==> src/rtl/tetris_pkg.sv <==
//------------------------------------------------------------------------------
// tetris_pkg
//   Shared board geometry and the cell colour word. The board RAM, the
//   colour mapper and the row fetcher all take their sizes from here, so the
//   three blocks always agree on the board layout.
//
//   cell_t : one board cell, [11:8] R, [7:4] G, [3:0] B, upper bits spare.
//
// Revision: 1.0 - initial release
//------------------------------------------------------------------------------
`default_nettype none

package tetris_pkg;

  localparam int DEF_BOARD_W = 10;  // cells per board row
  localparam int DEF_BOARD_H = 20;  // rows per board
  localparam int DEF_CELL_W  = 16;  // bits per cell colour word

  typedef logic [DEF_CELL_W-1:0] cell_t;

endpackage : tetris_pkg

`default_nettype wire

==> src/rtl/board_row_fetcher.sv <==
//------------------------------------------------------------------------------
// board_row_fetcher
//   Fetches one board row from the external board RAM into a shadow buffer,
//   then publishes the complete row on Row in a single clock edge so the
//   colour mapper never sees a half-fetched row.
//
//   Ports
//     Clk        in   system clock, all state on the rising edge
//     reset_n    in   asynchronous active-low reset
//     LD_Row     in   row-load request level; a 0->1 edge starts a fetch
//     rowNum     in   row index, sampled in the cycle the edge is seen
//     mem_rd     out  board RAM read strobe
//     mem_addr   out  board RAM cell address, row*BOARD_W+col
//     mem_rdata  in   board RAM data, valid one cycle after mem_rd
//     Row        out  committed row image, Row[col]
//     rowReady   out  one-cycle pulse in the first cycle Row shows new data
//     busy       out  high while a fetch is in progress
//
// Revision: 1.0 - initial release
//------------------------------------------------------------------------------
`default_nettype none

module board_row_fetcher
  import tetris_pkg::*;
#(
  parameter int BOARD_W = DEF_BOARD_W,
  parameter int BOARD_H = DEF_BOARD_H,
  parameter int CELL_W  = DEF_CELL_W
) (
  input  logic                           Clk,
  input  logic                           reset_n,
  input  logic                           LD_Row,
  input  logic [7:0]                     rowNum,
  output logic                           mem_rd,
  output logic [7:0]                     mem_addr,
  input  logic [CELL_W-1:0]              mem_rdata,
  output logic [BOARD_W-1:0][CELL_W-1:0] Row,
  output logic                           rowReady,
  output logic                           busy
);

  typedef enum logic [1:0] {
    ST_IDLE   = 2'd0,
    ST_ISSUE  = 2'd1,
    ST_DRAIN  = 2'd2,
    ST_COMMIT = 2'd3
  } state_t;

  localparam int              IDX_W     = (BOARD_W > 1) ? $clog2(BOARD_W) : 1;
  localparam logic [IDX_W-1:0] LAST_IDX = IDX_W'(BOARD_W - 1);
  localparam logic [7:0]      BOARD_W_8 = 8'(BOARD_W);

  state_t                           state;
  state_t                           state_nx;
  logic                             ld_prev;
  logic                             detect;
  logic                             row_in_range;
  logic                             row_valid;
  logic [7:0]                       row_base;
  logic [IDX_W-1:0]                 cnt;
  logic                             cap_valid;
  logic [IDX_W-1:0]                 cap_idx;
  logic [BOARD_W-1:0][CELL_W-1:0]   shadow;
  logic [BOARD_W-1:0][CELL_W-1:0]   shadow_nx;
  logic                             commit;

  // A request is a rising edge of LD_Row. ld_prev resets to 0, so a level
  // already high when reset releases is treated as a fresh request.
  assign detect       = LD_Row & ~ld_prev;
  assign row_in_range = int'(rowNum) < BOARD_H;
  assign busy         = (state != ST_IDLE);

  //--------------------------------------------------------------------------
  // State register
  //--------------------------------------------------------------------------
  always_ff @(posedge Clk or negedge reset_n) begin
    if (!reset_n) begin
      state <= ST_IDLE;
    end else begin
      state <= state_nx;
    end
  end

  //--------------------------------------------------------------------------
  // Next state and outputs
  //   A new request wins in every state: whatever was in flight is dropped
  //   and the new row starts from scratch.
  //   For an in-range row the commit edge is the one that ends DRAIN: the
  //   last RAM word is forwarded straight into Row, so the row is visible
  //   (and rowReady high) during the COMMIT cycle. An out-of-range row has no
  //   reads to wait for and commits its zero row on the edge ending COMMIT.
  //--------------------------------------------------------------------------
  always_comb begin
    state_nx = state;
    mem_rd   = 1'b0;
    mem_addr = 8'd0;
    commit   = 1'b0;

    if (detect) begin
      state_nx = row_in_range ? ST_ISSUE : ST_COMMIT;
    end else begin
      case (state)
        ST_IDLE: begin
          state_nx = ST_IDLE;
        end
        ST_ISSUE: begin
          if (cnt == LAST_IDX) begin
            state_nx = ST_DRAIN;
          end
        end
        ST_DRAIN: begin
          state_nx = ST_COMMIT;
          commit   = 1'b1;
        end
        ST_COMMIT: begin
          state_nx = ST_IDLE;
          commit   = ~row_valid;
        end
        default: begin
          state_nx = ST_IDLE;
        end
      endcase
    end

    if (state == ST_ISSUE) begin
      mem_rd   = 1'b1;
      mem_addr = row_base + 8'(cnt);
    end
  end

  //--------------------------------------------------------------------------
  // Shadow buffer with the word arriving this cycle merged in
  //--------------------------------------------------------------------------
  always_comb begin
    shadow_nx = shadow;
    if (cap_valid) begin
      shadow_nx[cap_idx] = mem_rdata;
    end
  end

  //--------------------------------------------------------------------------
  // Datapath
  //--------------------------------------------------------------------------
  always_ff @(posedge Clk or negedge reset_n) begin
    if (!reset_n) begin
      ld_prev   <= 1'b0;
      row_valid <= 1'b0;
      row_base  <= 8'd0;
      cnt       <= '0;
      cap_valid <= 1'b0;
      cap_idx   <= '0;
      shadow    <= '0;
      Row       <= '0;
      rowReady  <= 1'b0;
    end else begin
      ld_prev  <= LD_Row;
      rowReady <= commit;
      cap_idx  <= cnt;
      // A read issued in the cycle a new request arrives belongs to the
      // abandoned fetch, so its data is never captured.
      cap_valid <= mem_rd & ~detect;

      if (detect) begin
        // 8-bit product: the largest legal base is 19*10 = 190.
        row_base  <= rowNum * BOARD_W_8;
        row_valid <= row_in_range;
        cnt       <= '0;
        shadow    <= '0;
      end else begin
        shadow <= shadow_nx;
        if (state == ST_ISSUE) begin
          cnt <= cnt + IDX_W'(1);
        end
      end

      if (commit) begin
        Row <= shadow_nx;
      end
    end
  end

endmodule : board_row_fetcher

`default_nettype wire

==> config.mk <==
export PLATFORM = sky130hd
export DESIGN_NAME = board_row_fetcher
export DESIGN_NICKNAME = d
export VERILOG_FILES = /design/src/rtl/tetris_pkg.sv /design/src/rtl/board_row_fetcher.sv
export SDC_FILE = /design/constraint.sdc
export NUM_CORES = 1
export LEC_CHECK = 0
export ABC_AREA = 1
export BUFFER_PORTS_ARGS = -buffer_cell sky130_fd_sc_hd__buf_4
export CORE_UTILIZATION = 57
export CTS_BUF_LIST = sky130_fd_sc_hd__clkbuf_16
export CTS_CLUSTER_DIAMETER = 150
export DETAILED_ROUTE_END_ITERATION = 10
export PLACE_DENSITY = 0.8
export SLEW_MARGIN = 20
export SYNTH_ARGS = -nofsm -noshare
export SYNTH_HDL_FRONTEND = slang
export SYNTH_SLANG_ARGS = --single-unit
export TNS_END_PERCENT = 10
==> constraint.sdc <==
create_clock -name Clk -period 2 [get_ports Clk]
set_clock_uncertainty 0.1 [all_clocks]
set_input_delay 0.4 -clock Clk [delete_from_list [all_inputs] [get_ports Clk]]
set_output_delay 0.4 -clock Clk [all_outputs]
set_load 0.01 [all_outputs]
Yosys cells after proc, flatten, opt, wreduce, memory -nomap -nowiden. Cells that the tools add are included.

$add $sub $neg: 2. Multiply operators: 1. Order comparisons: 3. Eq/ne operators: 5. Multiplexer cells: 15. Bitwise logic cells: 5. Reductions and logical operators: 5.

Operators with widths (count): two-way mux 160 bit (2); bitwise mux 160 bit (1); demux 16 bit (select 4 bit) (1); two-way mux 16 bit (1); adder 8 x 4 -> 8 bit (1); less-than comparator 8 x 5 -> 1 bit (second input constant) (1); multiplier 8 x 3 -> 7 bit (second input constant) (1); two-way mux 4 bit (2); two-way mux 8 bit (1); two-way mux 2 bit (3); case mux 2 bit (3 select lines) (1); less-than comparator 4 x 5 -> 1 bit (second input constant) (1); adder 4 x 1 -> 4 bit (second input constant) (1); equality test 2 bit (second input constant) (2); equality test 4 bit (second input constant) (1); >= comparator 4 x 1 -> 1 bit (second input constant) (1); nonzero test 2 bit (2); inequality test 3 bit (second input constant) (1); NOT 1 bit (3); bitwise AND 1 bit (2); equality test 2 x 1 -> 1 bit (second input constant) (1); logical NOT 2 bit (1); two-way mux 1 bit (2); case mux 1 bit (2 select lines) (1); 2 further kinds (2).

Flip-flop bits (word level): 341. Output and inout port bits: 171. Logic and storage cells: 64.

Logic depth before layout (Yosys ltp).
Depth in word-level cells: 7. Mapped depth: 10. Depth with buffers taken out: 9.

Least setup slack after synthesis. OpenSTA, ideal clock, no wires.

Path type: reg2out. Start point: register cnt[1]. End point: output mem_addr[5]. Arrival: 1513 ps. Setup slack: -13 ps. Cell stages (with the launch flop): 9. Path buffers: 0. Path through: dfrtp_1 ha_1 inv_1 fa_1 inv_1 nand2_1 nand2_1 a21oi_1 nor3_1.

Longest elaborated chain between the ends: 2.

RTL lines: from (decl) (line board_row_fetcher.sv:60) `logic [IDX_W-1:0] cnt;`; from (signal assigned) (line board_row_fetcher.sv:172) `cnt <= cnt + IDX_W'(1);`; adder 8 x 4 -> 8 bit (line board_row_fetcher.sv:127) `mem_addr = row_base + 8'(cnt);`; two-way mux 8 bit (line board_row_fetcher.sv:125) `if (state == ST_ISSUE) begin`; to (decl) (line board_row_fetcher.sv:35) `output logic [7:0] mem_addr,`.

Every way passes these cells.

Final worst setup path.
Start point: register row_base[1]. End point: output mem_addr[7].

Longest elaborated chain between the ends: 2.

RTL lines: from (decl) (line board_row_fetcher.sv:59) `logic [7:0] row_base;`; from (signal assigned) (line board_row_fetcher.sv:165) `row_base <= rowNum * BOARD_W_8;`; adder 8 x 4 -> 8 bit (line board_row_fetcher.sv:127); two-way mux 8 bit (line board_row_fetcher.sv:125).

Every way passes these cells.

==> flow_summary.yaml <==
run_status:
  status: "finished with violations"
  violations: "setup timing"
placed_design:
  post-dp-hpwl_um: 22100
  dpl_worst_slack_ns: -0.0898
  dpl-instance-area_um2: 16200
  place_congestion: 0.818
  io_buffers: 197
global_route:
  grt-ovfl-total: 0
  antenna_found_initial: 0
  grt_max_degree: 86
  first_global_vias: 11000
  grt_usage_pct: 28.8
  grt_pass1_wl_um: 57800
detailed_routing:
  wl_per_cell_um: 16.8
  drt-pass1-iter-count: 5
  ant_nets: 0
  wl_um: 35800
  routed_via_density: 5.36
  vias: 11400
  route.detailed.drc: 0
  dr.first_iter.drc_count: 1093
sta:
  timing.hold.ws_ns: 0.0194
  min_period_over_period_pct: 125
  finalWorstSetupSlack_ns: -0.510
  rsz0062_at_grt: "true"
  setup_tns_ns: -2.45
  slew_headroom_pct: 69.8
  drv_slew: 0
  max_freq_mhz: 398
  tightest_slew_ns: 0.454
  fin_crit_ns: 2.51
  hold_violations: 0
  setup-violations-final: 8
die:
  io_pins: 198
  die_w_um: 160
  start_util_pct: 58.3
  core_um2: 24400
  die_h_um: 160
  fp-row-count: 57
  die_area_um2: 25600
yosys:
  synth_top_area_share_pct: 60.0
  postSynthAreaPerCell_um2: 8.79
  yosys.area.top_type: "dfrtp_1"
  post_synth_num_cell_types: 22
  syn-cell-area_um2: 14200
  syn_nets: 1663
  seq_area_frac_synth_pct: 60.0
  synth_edf_count: 0
  synth.area.top_cells: "dfrtp_1 (60%), nand2_1 (11%), o21ai_0 (9.0%), inv_1 (4.7%), nor2_1 (4.5%)"
  synth_cells: 1617
  ys_warn_count: 0
  ys_ff_latch: 341
  synth-main-ff-cell: "dfrtp_1"
  async_flop_share_pct: 100
layout:
  multi_input_area_um2: 4610
  final_area_um2: 17400
  syn_to_final_growth_pct: 22.2
  seq_area_um2: 8530
  drive_gt1_share_pct: 17.0
  fillers: 1818
  nets: 1831
  n_antenna_cell: 0
setup_path:
  cp_num_buf_inv: 3
  slowest_stage: "dfrtp_1"
  r2r_slack_ns: 0.14
  reg2regPathDepth: 9
  crit_top_cell: "inv_2"
  crit_fanout: 4
  cp_top_family: "adder cells"
  reg2reg_from: "state[0]"
  path_cells: "ha_2, inv_2, fa_2, inv_2, nand4_1, nand3_1, nand2_1, nor2_1, buf_4"
  criticalPathCategory: "reg -> out"
  worstReg2RegEnd: "Row[73]"
  endpoint_kind: "primary output"
  startpoint_type: "flip-flop"
  crit_required_ns: 1.50
  critPathMaxStageDelay_ns: 0.35
  cp_data_arrival_time_ns: 2.01
clocking:
  post-cts-setup-buffer-count: 0
  cts.clk_slew.worst_paths_ns: 0.06
  cts_sinks: 341
  clock_path_buffers: 3
  numCtsBuffers: 36
  root_buffer: "clkbuf_16"
  htree_num_levels: 2
  cts_tree: "done"
  insertion_delay_ns: 0.51
power_and_ir_drop:
  p_clk_share_pct: 30.8
  p_sw_share_pct: 32.6
  peakVddDrop_uv: 835
  power.internal_mw: 14.0
  p_sw_mw: 6.74
  power.combinational.fraction_pct: 27.5
  fin_total_pwr_mw: 20.7
  power.leakage_nw: 9.54
  p_seq_share_pct: 41.7
  power_density_nw_per_um2: 1190
worst_hold_path:
  hold_depth: 3
  hold_class: "in -> reg"
  hold_path_end: "row_base[1]"
  hp-start: "rowNum[0]"
job:
  drv_cap: 0
state kept, by name, indices dropped and copies added (netlist names):
signal	cells
Row	160
cap_idx	4
cap_valid	1
cnt	4
ld_prev	1
rowReady	1
row_base	7
row_valid	1
shadow	160
state	2
area by class of cell:
class	count	area share (%)
Inverter	178	3.87
Clock buffer	37	5.33
Multi-Input combinational cell	988	26.5
Sequential cell	341	49.1
Clock inverter	25	1.09
Tap cell	324	2.33
Timing Repair Buffer	240	11.7
worst min-delay path, stage by stage:
cell and delay [ns]:
buf_4 0.09, nand2_1 0.04, nand2_1 0.06
timing repair:
item / 4_1_cts / 5_1_grt
hold buffers: 2 / 0
gates resized for setup: 13 / 5
endpoints found under the hold margin: 32 / 0
pin swaps: 4 / 4
gates cloned: 0 / 0
setup endpoints to repair: 9 / 17
routing by layer:
layer / global-route usage, % / routed length (um)
met1: 39.9 / 15200
met2: 46.5 / 17600
met3: 5.35 / 2250
met4: 8.70 / 757
met5: 0 / 0
placed cells by master (no fill, tap or decap), types with 2 or more instances in the layout:
master         instances
o21ai_1               13
inv_1                179
buf_4                217
nor3_1                 3
clkinv_1               9
dlygate4sd3_1          2
nand4_1                2
o21ai_0              256
dfrtp_1              341
inv_2                  4
nor2_1               168
bufinv_16              3
a21oi_1                6
nor2_2                 4
clkbuf_16             37
buf_12                17
nand2_1              424
nand2_2                4
ha_4                   3
o211ai_1              64
buf_6                  3
clkinv_4               2
clkinv_2               5
ha_1                  13
nand3_1               18
worst max path at each step:
stage | from | endpoint | slack [ns] | depth (start not counted)
after floorplan | cnt[1] | mem_addr[7] | 0.05 | 8
after global placement | row_base[1] | mem_addr[7] | 0.01 | 9
after detailed placement | row_base[1] | mem_addr[7] | -0.09 | 9
after CTS | row_base[1] | mem_addr[7] | -0.55 | 9
after global routing | cnt[1] | mem_addr[7] | -0.64 | 9
final | row_base[1] | mem_addr[7] | -0.51 | 9
logic make-up after synthesis:
kind of cell / Yosys count / synth area share [%]
AND/OR/NAND/NOR: 628 / 16.9
flip-flops: 341 / 60.0
AO/OA/AOI/OAI: 340 / 13.1
buffers and inverters: 288 / 8.16
adder cells (fa/ha/maj): 19 / 1.78
XOR/XNOR: 1 / 0.0616
metrics by stage:
| step | std cells | util, % |
|---|---|---|
| 6_report | 2133 | 71.2 |
| 3_5_place_dp | 2069 | 66.3 |
| 4_1_cts | 2133 | 71.1 |
| 5_1_grt | 2133 | 71.2 |
| 2_1_floorplan | 1617 | - |
| 3_3_place_gp | 2069 | 66.3 |
synth_stat cells, types with 5 or more instances:
library cell,n
ha_1,17
nand3_1,19
o21ai_1,13
nand2_1,428
clkbuf_1,54
a21oi_1,6
inv_1,178
buf_4,5
buf_2,48
nor2_1,172
o211ai_1,64
o21ai_0,256
dfrtp_1,341
power groups by stage:
| stage | logic [mW] | clock network (mW) | registers [mW] |
|---|---|---|---|
| floorplan | 2.95 | 0 | 8.79 |
| global placement | 5.43 | 0 | 8.68 |
| detailed placement | 5.60 | 0 | 8.71 |
| CTS | 5.69 | 6.47 | 8.62 |
| global route | 6.34 | 6.77 | 8.73 |
| finish | 5.70 | 6.37 | 8.63 |
No activity file was read; power rests on OpenSTA's default activity.
